### src/rtl/multicycle_control_fsm.sv
// rtl/multicycle_control_fsm.sv - multicycle RV32I-subset control unit
//
// Purpose: latches the fetched instruction, decodes register fields, immediate
// and ALU operation, and sequences IFETCH -> DECODE -> EXEC -> [MEM] -> WB with
// imem/dmem hit handshakes, a sticky halt and an optional memory-wait timeout.
//
// Ports:
//   CLK, nRST           clock (rising edge), asynchronous active-low reset
//   ins, ihit           imem read data and access-complete
//   dhit                dmem access-complete
//   br_taken            ALU branch compare result, sampled in EXEC
//   imemREN             instruction read request (IFETCH)
//   dmemREN, dmemWEN    data read (LW) / write (SW) request (MEM)
//   irEN                instruction-register / PC+4 capture strobe
//   pcEN, PCSrc         PC update strobe and target select (WB)
//   RegWr, MemtoReg     regfile write enable and dmem writeback select (WB)
//   ALUSrc              ALU B operand from immediate
//   rs1, rs2, rd, imm   fields of the latched instruction
//   ALUOp               0 ADD,1 SUB,2 AND,3 OR,4 XOR,5 SLL,6 SRL,7 SRA,8 SLT,9 SLTU
//   halt, err           sticky stop and sticky error (illegal opcode / timeout)

module multicycle_control_fsm #(
   parameter int WORD_W      = 32,
   parameter int REG_W       = 5,
   parameter int ALUOP_W     = 4,
   parameter int MEM_TIMEOUT = 0
) (
   input  logic               CLK,
   input  logic               nRST,
   input  logic [WORD_W-1:0]  ins,
   input  logic               ihit,
   input  logic               dhit,
   input  logic               br_taken,
   output logic               imemREN,
   output logic               dmemREN,
   output logic               dmemWEN,
   output logic               irEN,
   output logic               pcEN,
   output logic               PCSrc,
   output logic               RegWr,
   output logic               ALUSrc,
   output logic               MemtoReg,
   output logic [REG_W-1:0]   rs1,
   output logic [REG_W-1:0]   rs2,
   output logic [REG_W-1:0]   rd,
   output logic [WORD_W-1:0]  imm,
   output logic [ALUOP_W-1:0] ALUOp,
   output logic               halt,
   output logic               err
);

   localparam int CNT_W = (MEM_TIMEOUT > 0) ? $clog2(MEM_TIMEOUT + 1) : 1;
   localparam logic [CNT_W-1:0] CNT_LIM = CNT_W'(MEM_TIMEOUT);

   typedef enum logic [2:0] {
      S_IFETCH, S_DECODE, S_EXEC, S_MEM, S_WB, S_HALT
   } state_t;

   state_t             state_q, state_d;
   logic [WORD_W-1:0]  ir_q;
   logic [CNT_W-1:0]   cnt_q;
   logic               err_q, err_set, pcsrc_q;

   logic [6:0]  opcode;
   logic [2:0]  funct3;
   logic        f7b5;
   logic        is_r, is_i, is_lw, is_sw, is_br, is_jal, is_lui, legal, all_ones;
   logic        timeout;
   logic [31:0] imm32;
   logic [3:0]  aluop4;

   assign opcode   = ir_q[6:0];
   assign funct3   = ir_q[14:12];
   assign f7b5     = ir_q[30];
   assign is_r     = (opcode == 7'b0110011);
   assign is_i     = (opcode == 7'b0010011);
   assign is_lw    = (opcode == 7'b0000011);
   assign is_sw    = (opcode == 7'b0100011);
   assign is_br    = (opcode == 7'b1100011);
   assign is_jal   = (opcode == 7'b1101111);
   assign is_lui   = (opcode == 7'b0110111);
   assign legal    = is_r | is_i | is_lw | is_sw | is_br | is_jal | is_lui;
   assign all_ones = &ir_q;

   // Timeout only exists when MEM_TIMEOUT is non-zero; a hit in the expiry cycle wins.
   assign timeout = (MEM_TIMEOUT > 0) && (cnt_q == CNT_LIM);

   assign rs1    = REG_W'(ir_q[19:15]);
   assign rs2    = REG_W'(ir_q[24:20]);
   assign rd     = REG_W'(ir_q[11:7]);
   assign ALUSrc = is_i | is_lw | is_sw | is_lui | is_jal;
   assign halt   = (state_q == S_HALT);
   assign err    = err_q;

   always_comb begin
      imm32 = 32'd0;
      if (is_i || is_lw)
         imm32 = {{20{ir_q[31]}}, ir_q[31:20]};
      else if (is_sw)
         imm32 = {{20{ir_q[31]}}, ir_q[31:25], ir_q[11:7]};
      else if (is_br)
         imm32 = {{19{ir_q[31]}}, ir_q[31], ir_q[7], ir_q[30:25], ir_q[11:8], 1'b0};
      else if (is_lui)
         imm32 = {ir_q[31:12], 12'd0};
      else if (is_jal)
         imm32 = {{11{ir_q[31]}}, ir_q[31], ir_q[19:12], ir_q[20], ir_q[30:21], 1'b0};
   end

   assign imm = WORD_W'($signed(imm32));

   // Bit 30 selects SUB only for register ops (it is immediate data in ADDI),
   // but selects SRA for both SRA and SRAI.
   always_comb begin
      aluop4 = 4'd0;
      if (is_br) begin
         aluop4 = 4'd1;
      end else if (is_r || is_i) begin
         case (funct3)
            3'b000:  aluop4 = (is_r && f7b5) ? 4'd1 : 4'd0;
            3'b001:  aluop4 = 4'd5;
            3'b010:  aluop4 = 4'd8;
            3'b011:  aluop4 = 4'd9;
            3'b100:  aluop4 = 4'd4;
            3'b101:  aluop4 = f7b5 ? 4'd7 : 4'd6;
            3'b110:  aluop4 = 4'd3;
            default: aluop4 = 4'd2;
         endcase
      end
   end

   assign ALUOp = ALUOP_W'(aluop4);

   always_ff @(posedge CLK or negedge nRST) begin
      if (!nRST) state_q <= S_IFETCH;
      else       state_q <= state_d;
   end

   always_comb begin
      state_d  = state_q;
      err_set  = 1'b0;
      imemREN  = 1'b0;
      irEN     = 1'b0;
      dmemREN  = 1'b0;
      dmemWEN  = 1'b0;
      pcEN     = 1'b0;
      PCSrc    = 1'b0;
      RegWr    = 1'b0;
      MemtoReg = 1'b0;
      case (state_q)
         S_IFETCH: begin
            imemREN = 1'b1;
            if (ihit) begin
               irEN    = 1'b1;
               state_d = S_DECODE;
            end else if (timeout) begin
               err_set = 1'b1;
               state_d = S_HALT;
            end
         end
         S_DECODE: begin
            if (all_ones) begin
               state_d = S_HALT;
            end else if (!legal) begin
               err_set = 1'b1;
               state_d = S_HALT;
            end else begin
               state_d = S_EXEC;
            end
         end
         S_EXEC: state_d = (is_lw || is_sw) ? S_MEM : S_WB;
         S_MEM: begin
            dmemREN = is_lw;
            dmemWEN = is_sw;
            if (dhit) begin
               state_d = S_WB;
            end else if (timeout) begin
               err_set = 1'b1;
               state_d = S_HALT;
            end
         end
         S_WB: begin
            pcEN     = 1'b1;
            PCSrc    = pcsrc_q;
            RegWr    = is_r | is_i | is_lw | is_jal | is_lui;
            MemtoReg = is_lw;
            state_d  = S_IFETCH;
         end
         S_HALT:  state_d = S_HALT;
         default: state_d = S_IFETCH;
      endcase
   end

   always_ff @(posedge CLK or negedge nRST) begin
      if (!nRST) begin
         ir_q    <= '0;
         cnt_q   <= '0;
         err_q   <= 1'b0;
         pcsrc_q <= 1'b0;
      end else begin
         if (irEN)
            ir_q <= ins;
         // Wait counter restarts on every state entry and saturates while waiting.
         if (state_d != state_q)
            cnt_q <= '0;
         else if (cnt_q != {CNT_W{1'b1}})
            cnt_q <= cnt_q + CNT_W'(1);
         if (err_set)
            err_q <= 1'b1;
         if (state_q == S_EXEC)
            pcsrc_q <= (is_br & br_taken) | is_jal;
         else if (state_q == S_WB)
            pcsrc_q <= 1'b0;
      end
   end

endmodule

### config.mk
export PLATFORM = sky130hd
export DESIGN_NAME = multicycle_control_fsm
export DESIGN_NICKNAME = d
export VERILOG_FILES = /design/src/rtl/multicycle_control_fsm.sv
export SDC_FILE = /design/constraint.sdc
export NUM_CORES = 1
export LEC_CHECK = 0
export ABC_CLOCK_PERIOD_IN_PS = 4330
export BUFFER_PORTS_ARGS = -buffer_cell sky130_fd_sc_hd__buf_2
export CAP_MARGIN = 20
export CORE_UTILIZATION = 50
export CTS_BUF_LIST = sky130_fd_sc_hd__clkbuf_8 sky130_fd_sc_hd__clkbuf_16
export DETAILED_ROUTE_END_ITERATION = 10
export PLACE_DENSITY = 0.95
export SLEW_MARGIN = 10
export SYNTH_ARGS = -nofsm -noshare
export SYNTH_HDL_FRONTEND = slang
export SYNTH_SLANG_ARGS = --single-unit
### constraint.sdc
create_clock -name CLK -period 4.33 [get_ports CLK]
set_clock_uncertainty 0.2 [all_clocks]
set_input_delay 0.866 -clock CLK [delete_from_list [all_inputs] [get_ports CLK]]
set_output_delay 0.866 -clock CLK [all_outputs]
set_load 0.1 [all_outputs]
Yosys cells after proc, flatten, opt, wreduce, memory -nomap -nowiden. Cells that the tools add are included.

Input bits: 37. RAM bits: 0. Bits in read-only memories: 0. Bits in registers: 37. Memories: 0. Latch bits: 0.

Bitwise logic cells: 14. Order comparisons: 0. Multipliers: 0. Muxes and demuxes: 30. Shift-type cells: 0. Add/subtract/negate cells: 0. Equality and inequality tests: 20. Div/mod/pow operators: 0. Reductions and logical operators: 9.

Operators by type and width (count): $mux 32 (5); $reduce_and 32->1 (1); $pmux 4 s7 (1); $eq 7x6->1 const B (3); $mux 1 (16); $eq 3x3->1 const B (5); $mux 3 (5); $pmux 3 s5 (1); $eq 7x7->1 const B (2); $or 1x1->1 (13); $eq 3x2->1 const B (4); $mux 4 (2); $eq 7x2->1 const B (1); $eq 7x5->1 const B (1); $eq 3x1->1 const B (2); $logic_not 3->1 (2); $ne 2x2->1 const B (2); $logic_or 1x1->1 (3); $reduce_and 2->1 (1); $reduce_bool 2->1 (1); $and 1x1->1 (1); $logic_and 1x1->1 (1).

Logic depth before layout (Yosys ltp). Gate-level depths: netlist of run 1.

Depth after elaboration: 10. Gate-level depth with buffers: 7.

Least setup slack after synthesis of run 1. OpenSTA, ideal clock, no wires.

Kind: register -> output. Start: register ir_q[3]. End: output port MemtoReg. Data arrival time: 3.732 ns. Setup slack: -0.468 ns. Buffers on the path: 1. Cell stages (with the launch flop): 5. Cells stage by stage: dfrtp_1 > buf_2 > and4bb_1 > nand2_1 > nor4_1.

Longest elaborated chain between the ends: 2.

RTL lines: start: declaration (line 60) `logic [WORD_W-1:0] ir_q;`; start signal: assignment (line 201) `ir_q <= ins;`; $eq 7x2->1 (line 77) `assign is_lw = (opcode == 7'b0000011);`; $mux 1 (line 149) `case (state_q)`; end: declaration (line 42) `output logic MemtoReg,`.

Every way passes these cells.

Worst setup path in the final report of run 1.
Start: register ir_q[6]. End: output port imm[19].

Longest elaborated chain between the ends: 6. Elaborated cells between the ends (all ways): 12. Classes of those cells: 6 x eq/ne; 5 x mux; 1 x reduce/logical.

RTL lines: $eq 7x7->1 (line 80) `assign is_jal = (opcode == 7'b1101111);`; $mux 32 (line 105) `else if (is_jal)`; $mux 32 (line 103) `else if (is_lui)`; $mux 32 (line 101) `else if (is_br)`; $mux 32 (line 99) `else if (is_sw)`; $mux 32 * (line 97) `if (is_i || is_lw)`; end: declaration (line 46) `output logic [WORD_W-1:0] imm,`.

Mark *: on every way between the ends. The rest lies on a longest branch, timed or not.

==> summary.md, run 1 <==
| Metric | Value |
|---|---|
| Setup_tns | `0 ps` |
| Fin. max-slew vios | `0` |
| Worst path required time | `between 3000 and 4000 ps` |
| H-tree levels | `2` |
| Hold buffers post-CTS | `0` |
| Worst-Skew Late Latency | `roughly 290 ps` |
| Initial antenna violation count | `0` |
| Worst VDD drop | `around 0.00029 V` |
| Placed insts | `~360` |
| Post-DP HPWL | `roughly 4400 µm` |
| Mean post-synth cell area | `10.1 µm²` |
| Final wirelength | `between 5000 and 6000 µm` |
| #FFs+latches synth | `37` |
| Antenna Cells | `0` |
| Register area | `~930 µm²` |
| EDFF count, synth | `0` |
| Multi-input logic area | `around 1200 µm²` |
| Worst-path clk slew | `around 70 ps` |
| Slew at the pin closest to its max-slew limit | `slightly below 900 ps` |
| Setup bufs post-CTS | `0` |
| Cells after synthesis | `240` |
| Area Overhead vs Synth | `18.2%` |
| Top post-synthesis cells by area | `dfrtp_1 (38%), mux2_1 (11%), a21o_1 (6.5%), buf_4 (6.2%), nand2_1 (2.8%)` |
| Antenna Violating Nets Remaining | `0` |
| Clock sinks | `37` |
| Maxcap violations | `0` |
| WL/cell | `roughly 16 µm` |
| Pre-antenna DRT Iters | `4` |
| Largest net degree at the start of global routing | `38` |
| Synth Flop Type | `dfrtp_1` |
| WP data arrival | `between 2000 and 3000 ps` |
| IO Count | `between 90 and 100` |
| Leakage | `approximately 1.5 nW` |
| Synthesis Warnings | `0` |
| Slowest CP cell | `a21oi_1` |
| Die height | `71.5 µm` |
| Root buf cell | `clkbuf_8` |
| Routability cong. | `roughly 0.95` |
| Vias per cell | `5.76` |
| Vias in the first global route | `2,012` |
| Clk buf depth | `2` |
| HP Class | `flop to flop` |
| Initial DRC Count | `roughly 110` |
| Top fanout value on the critical path | `14` |
| Starting Density | `0.536` |
| GR Util All Layers | `0.241` |
| Layout fillers | `between 300 and 400` |
| GRT overflow | `0` |
| Post-synthesis sequential area ratio | `0.383` |
| Die X | `between 70 and 80 µm` |
| Final Non-Filler Cells | `366` |
| RSZ-0062 raised after global routing | `no` |
| Slew margin rel. | `0.417` |
| Top cell type's share of synthesized area | `0.383` |
| Syn nets | `approximately 280` |
| Final period utilization | `0.842` |
| Setup Viol. Count Final | `0` |
| Post-layout min period | `3650 ps` |
| Share of cells above drive strength 1 | `0.417` |
| Fin. Hold Viols | `0` |
| Slowest Stage Delay on Critical Path | `about 710 ps` |
| CTS tree | `built` |
| Async SR Flop Fraction | `1.00` |
| Rows | `24` |
| Drt drc | `0` |
| Crit-path cells | `or3b_1, a21oi_1, a21o_1, buf_2` |
| Core Area | `between 4000 and 5000 µm²` |
| Synth unique cells | `46` |
| # resized after CTS | `0` |
| IO Port Bufs | `98` |
| Critical Path Sink Type | `output port` |
| Final core utilization | `0.634` |
| Worst setup SP type | `flop` |
| First-pass GRT wire length | `around 9600 µm` |
| Result of the run | `completed` |
| CTS Buf Count | `5` |
| Total Power | `between 1.5 and 2 mW` |
| Die footprint | `between 5000 and 6000 µm²` |
| Critical path class | `flop to output port` |
| Layout Nets | `350` |
| Achievable frequency | `about 270 MHz` |
| Cell taking the most area after synthesis | `dfrtp_1` |
| Routed vias | `approximately 2,100` |
| Area of the mapped netlist | `2420 µm²` |
| PwrDens | `~600 nW/µm²` |
worst max-delay path: cells and delay by family (launching register included):
| kind | cells | cell delay, ps |
|---|---|---|
| buf+inv | 1 | 420 |
| flops | 1 | 530 |
| compound gates | 2 | 940 |
| simple gates | 1 | 400 |
per-layer routing:
layer  track usage  vias up  share of wire
met5             0        -              0
met4        0.0937        0          0.016
met3        0.0422       11          0.061
met1         0.322     1005           0.45
met2         0.393       98           0.47
li1              -      994              -
final timing paths:
check | startpoint | end | slack (ps) | cells past startpoint
worst max-delay path | ir_q[6] | imm[19] | 680 | 4
worst min-delay path | err | err | 280 | 1
worst max register to register | state_q[2] | ir_q[5] | 2280 | 4
worst min register to register | err | err | 280 | 1
max in group asynchronous | nRST | ir_q[5] | 2960 | 1
min in group asynchronous | nRST | ir_q[1] | 460 | 1
area by class of cell:
type                       count  share of cell area
sequential                    37               0.324
clock inverter                 2              0.0118
tap                           52              0.0228
inverter                       5             0.00657
timing repair buffer         101               0.180
multi-input combinational    163               0.426
clock buffer                   6              0.0289
cell usage in the layout, fill, tap and decap left out, drive strengths merged, types with 2 or more instances in the layout:
master | netlist | routed
nand3b | 3 | 3
and3 | 2 | 2
nor4 | 5 | 5
dfrtp | 37 | 37
a21oi | 14 | 14
a21o | 21 | 21
inv | 5 | 6
nand3 | 5 | 5
o22ai | 2 | 2
nor3 | 4 | 4
buf | 34 | 101
nand2b | 6 | 6
clkbuf | 1 | 6
a31oi | 2 | 2
and2 | 4 | 4
nor2 | 7 | 7
o21ai | 6 | 6
o32a | 2 | 2
nand4 | 7 | 7
nand2 | 18 | 18
nor2b | 11 | 11
mux2 | 29 | 29
Yosys cell counts, drive strengths merged, types with 2 or more instances:
| cell type | count |
|---|---|
| dfrtp | 37 |
| o21ai | 6 |
| nor3 | 4 |
| nand2 | 18 |
| and2 | 4 |
| a21o | 21 |
| nor2 | 7 |
| nor4 | 5 |
| nand2b | 6 |
| o32a | 2 |
| o22ai | 2 |
| nor2b | 11 |
| inv | 5 |
| mux2 | 29 |
| a31oi | 2 |
| buf | 34 |
| a21oi | 14 |
| nand4 | 7 |
| nand3b | 3 |
| and3 | 2 |
| nand3 | 5 |
cell families after synthesis:
family,after synthesis,synth area share
compound gates,56,0.169
buf+inv,40,0.113
flops,37,0.383
mux,29,0.135
simple gates,78,0.199
through the flow:
stage                     setup slack (ps)  hold WS (ps)  cell area, µm²
after global routing                   402           294            2860
after global placement                1050           248            2740
after floorplan                       -468           295            2420
after CTS                              675           288            2860
final                                  682           282            2860
after detailed placement              1010           276            2740
where the power goes:
| part | total, mW | switching, mW | internal (mW) |
|---|---|---|---|
| clock network | 0.303 | 0.118 | 0.185 |
| logic | 0.829 | 0.652 | 0.177 |
| registers | 0.591 | 0.154 | 0.437 |
| total | 1.72 | 0.924 | 0.799 |
registers in the layout, summed over array words and instances (netlist names):
register	count
state_q	3
err	1
pcsrc_q	1
ir_q	32
(Power assumes the default switching activity.)
==> inputs of run 2 (changes only) <==
--- a/config.mk
+++ b/config.mk
@@ -5,13 +5,13 @@
 export SDC_FILE = /design/constraint.sdc
 export NUM_CORES = 1
 export LEC_CHECK = 0
-export ABC_CLOCK_PERIOD_IN_PS = 4330
+export ABC_CLOCK_PERIOD_IN_PS = 3600
 export BUFFER_PORTS_ARGS = -buffer_cell sky130_fd_sc_hd__buf_2
 export CAP_MARGIN = 20
-export CORE_UTILIZATION = 50
+export CORE_UTILIZATION = 49
 export CTS_BUF_LIST = sky130_fd_sc_hd__clkbuf_8 sky130_fd_sc_hd__clkbuf_16
 export DETAILED_ROUTE_END_ITERATION = 10
-export PLACE_DENSITY = 0.95
+export PLACE_DENSITY = 0.93
 export SLEW_MARGIN = 10
 export SYNTH_ARGS = -nofsm -noshare
 export SYNTH_HDL_FRONTEND = slang
==> constraint.sdc (replaced) <==
create_clock -name CLK -period 3.6 [get_ports CLK]
set_clock_uncertainty 0.2 [all_clocks]
set_input_delay 0.72 -clock CLK [delete_from_list [all_inputs] [get_ports CLK]]
set_output_delay 0.72 -clock CLK [all_outputs]
set_load 0.1 [all_outputs]
==> summary.md, run 2 (synthesized netlist as in run 1, its figures left out) <==
| Metric | Value |
|---|---|
| Clock sinks | `37` |
| CTS Buf Count | `5` |
| Maxcap violations | `0` |
| Vias in the first global route | `around 2,000` |
| HP Class | `flop to flop` |
| Top fanout value on the critical path | `11` |
| GR Util All Layers | `0.237` |
| Rows | `25` |
| Leakage | `1.59 nW` |
| First-pass GRT wire length | `9570 µm` |
| Worst VDD drop | `0.000445 V` |
| Layout Nets | `between 300 and 400` |
| Slew at the pin closest to its max-slew limit | `831 ps` |
| Biggest regs | `ir_q x32, state_q x3` |
| Root buf cell | `clkbuf_8` |
| Max reg flops | `32` |
| Critical path class | `flop to output port` |
| Antenna Cells | `0` |
| Post-layout min period | `approximately 3200 ps` |
| Drt drc | `0` |
| Vias per cell | `between 5 and 6` |
| Initial DRC Count | `between 150 and 200` |
| WL/cell | `15.9 µm` |
| Achievable frequency | `about 300 MHz` |
| RSZ-0062 raised after global routing | `no` |
| Initial antenna violation count | `0` |
| Hold buffers post-CTS | `0` |
| Routed vias | `~2,100` |
| Setup bufs post-CTS | `0` |
| Placed insts | `approximately 380` |
| Core Area | `approximately 4700 µm²` |
| PwrDens | `approximately 670 nW/µm²` |
| Area Overhead vs Synth | `27.3%` |
| Final core utilization | `0.651` |
| Post-DP HPWL | `between 4000 and 5000 µm` |
| IO Count | `around 100` |
| Final wirelength | `around 6100 µm` |
| Most frequent cells in the layout | `buf_2 (86), dfrtp_1 (37), mux2_1 (23)` |
| Fin. max-slew vios | `0` |
| Setup Viol. Count Final | `0` |
| Crit-path cells | `and4bb_1, o2111a_1, a21o_1, buf_2` |
| Worst-Skew Late Latency | `slightly below 300 ps` |
| Slowest CP cell | `and4bb_1` |
| Worst path required time | `about 2700 ps` |
| Final period utilization | `0.899` |
| Routability cong. | `0.874` |
| Starting Density | `0.512` |
| Antenna Violating Nets Remaining | `0` |
| GRT overflow | `0` |
| Total Power | `approximately 2.1 mW` |
| WP data arrival | `roughly 2300 ps` |
| Slowest Stage Delay on Critical Path | `540 ps` |
| Clk buf depth | `2` |
| Layout fillers | `371` |
| Die footprint | `approximately 5200 µm²` |
| Most common cell after layout, fill and taps aside | `buf_2` |
| Largest Register | `ir_q` |
| IO Port Bufs | `98` |
| Largest net degree at the start of global routing | `38` |
| Worst setup SP type | `flop` |
| Critical Path Sink Type | `output port` |
| # resized after CTS | `0` |
| Fin. Hold Viols | `0` |
| CTS tree | `built` |
| Die X | `just over 70 µm` |
| Pre-antenna DRT Iters | `4` |
| Slew margin rel. | `0.446` |
| Share of cells above drive strength 1 | `0.435` |
| Worst-path clk slew | `about 70 ps` |
| H-tree levels | `2` |
| Final Non-Filler Cells | `between 300 and 400` |
| Die height | `72.2 µm` |
| Result of the run | `completed` |
==> run 2: cell count changes in the layout (fill, tap and decap cells not counted), sizes merged <==
cell	before	now
clkinv	0	1
buf	101	104
bufinv	1	0
clkbuf	6	7
inv	6	5
==> run 2: final cells by class <==
class	instances	area, µm²	area share
inverter	5	18.8	0.00610
timing repair buffer	104	716	0.233
sequential	37	926	0.301
tap	67	83.8	0.0272
clock buffer	7	96.3	0.0313
clock inverter	1	5.00	0.00163
multi-input combinational	163	1230	0.400
==> run 2: through the flow <==
stage               TNS, ps  setup slack [ps]  hold slack (ps)  area [µm²]
global placement          0               747              246        2980
global route              0               209              308        3080
finish                    0               365              300        3080
detailed placement        0               678              279        2980
CTS                       0               370              295        3080
floorplan             -2100             -1050              224        2430
==> run 2: routing by layer <==
metal,vias up,part of all wire,global-route usage,wire length [µm]
met1,1026,0.43,0.339,2640
met3,6,0.079,0.0431,479
met4,0,0.0075,0.0458,46
met5,-,0,0,0
met2,107,0.48,0.378,2940
li1,1004,-,-,-
==> run 2: final timing paths <==
kind	from	endpoint	slack [ps]	cells after the start
worst max-delay path	ir_q[3]	imm[31]	360	4
worst min-delay path	err	err	300	1
worst max register to register	state_q[2]	ir_q[14]	1470	5
worst min register to register	err	err	300	1
max in group asynchronous	nRST	ir_q[1]	2350	1
min in group asynchronous	nRST	ir_q[4]	320	1
==> run 2: critical path: cells and delay by family, from the launching register on <==
kind	cells	cell delay [ps]
compound gates	2	590
flops	1	470
buf+inv	1	420
simple gates	1	540
==> run 2: where the power goes <==
group          switching, mW  total, mW  internal [mW]
Combinational          0.803       1.05          0.244
Clock                  0.143      0.316          0.173
Sequential             0.175      0.701          0.526
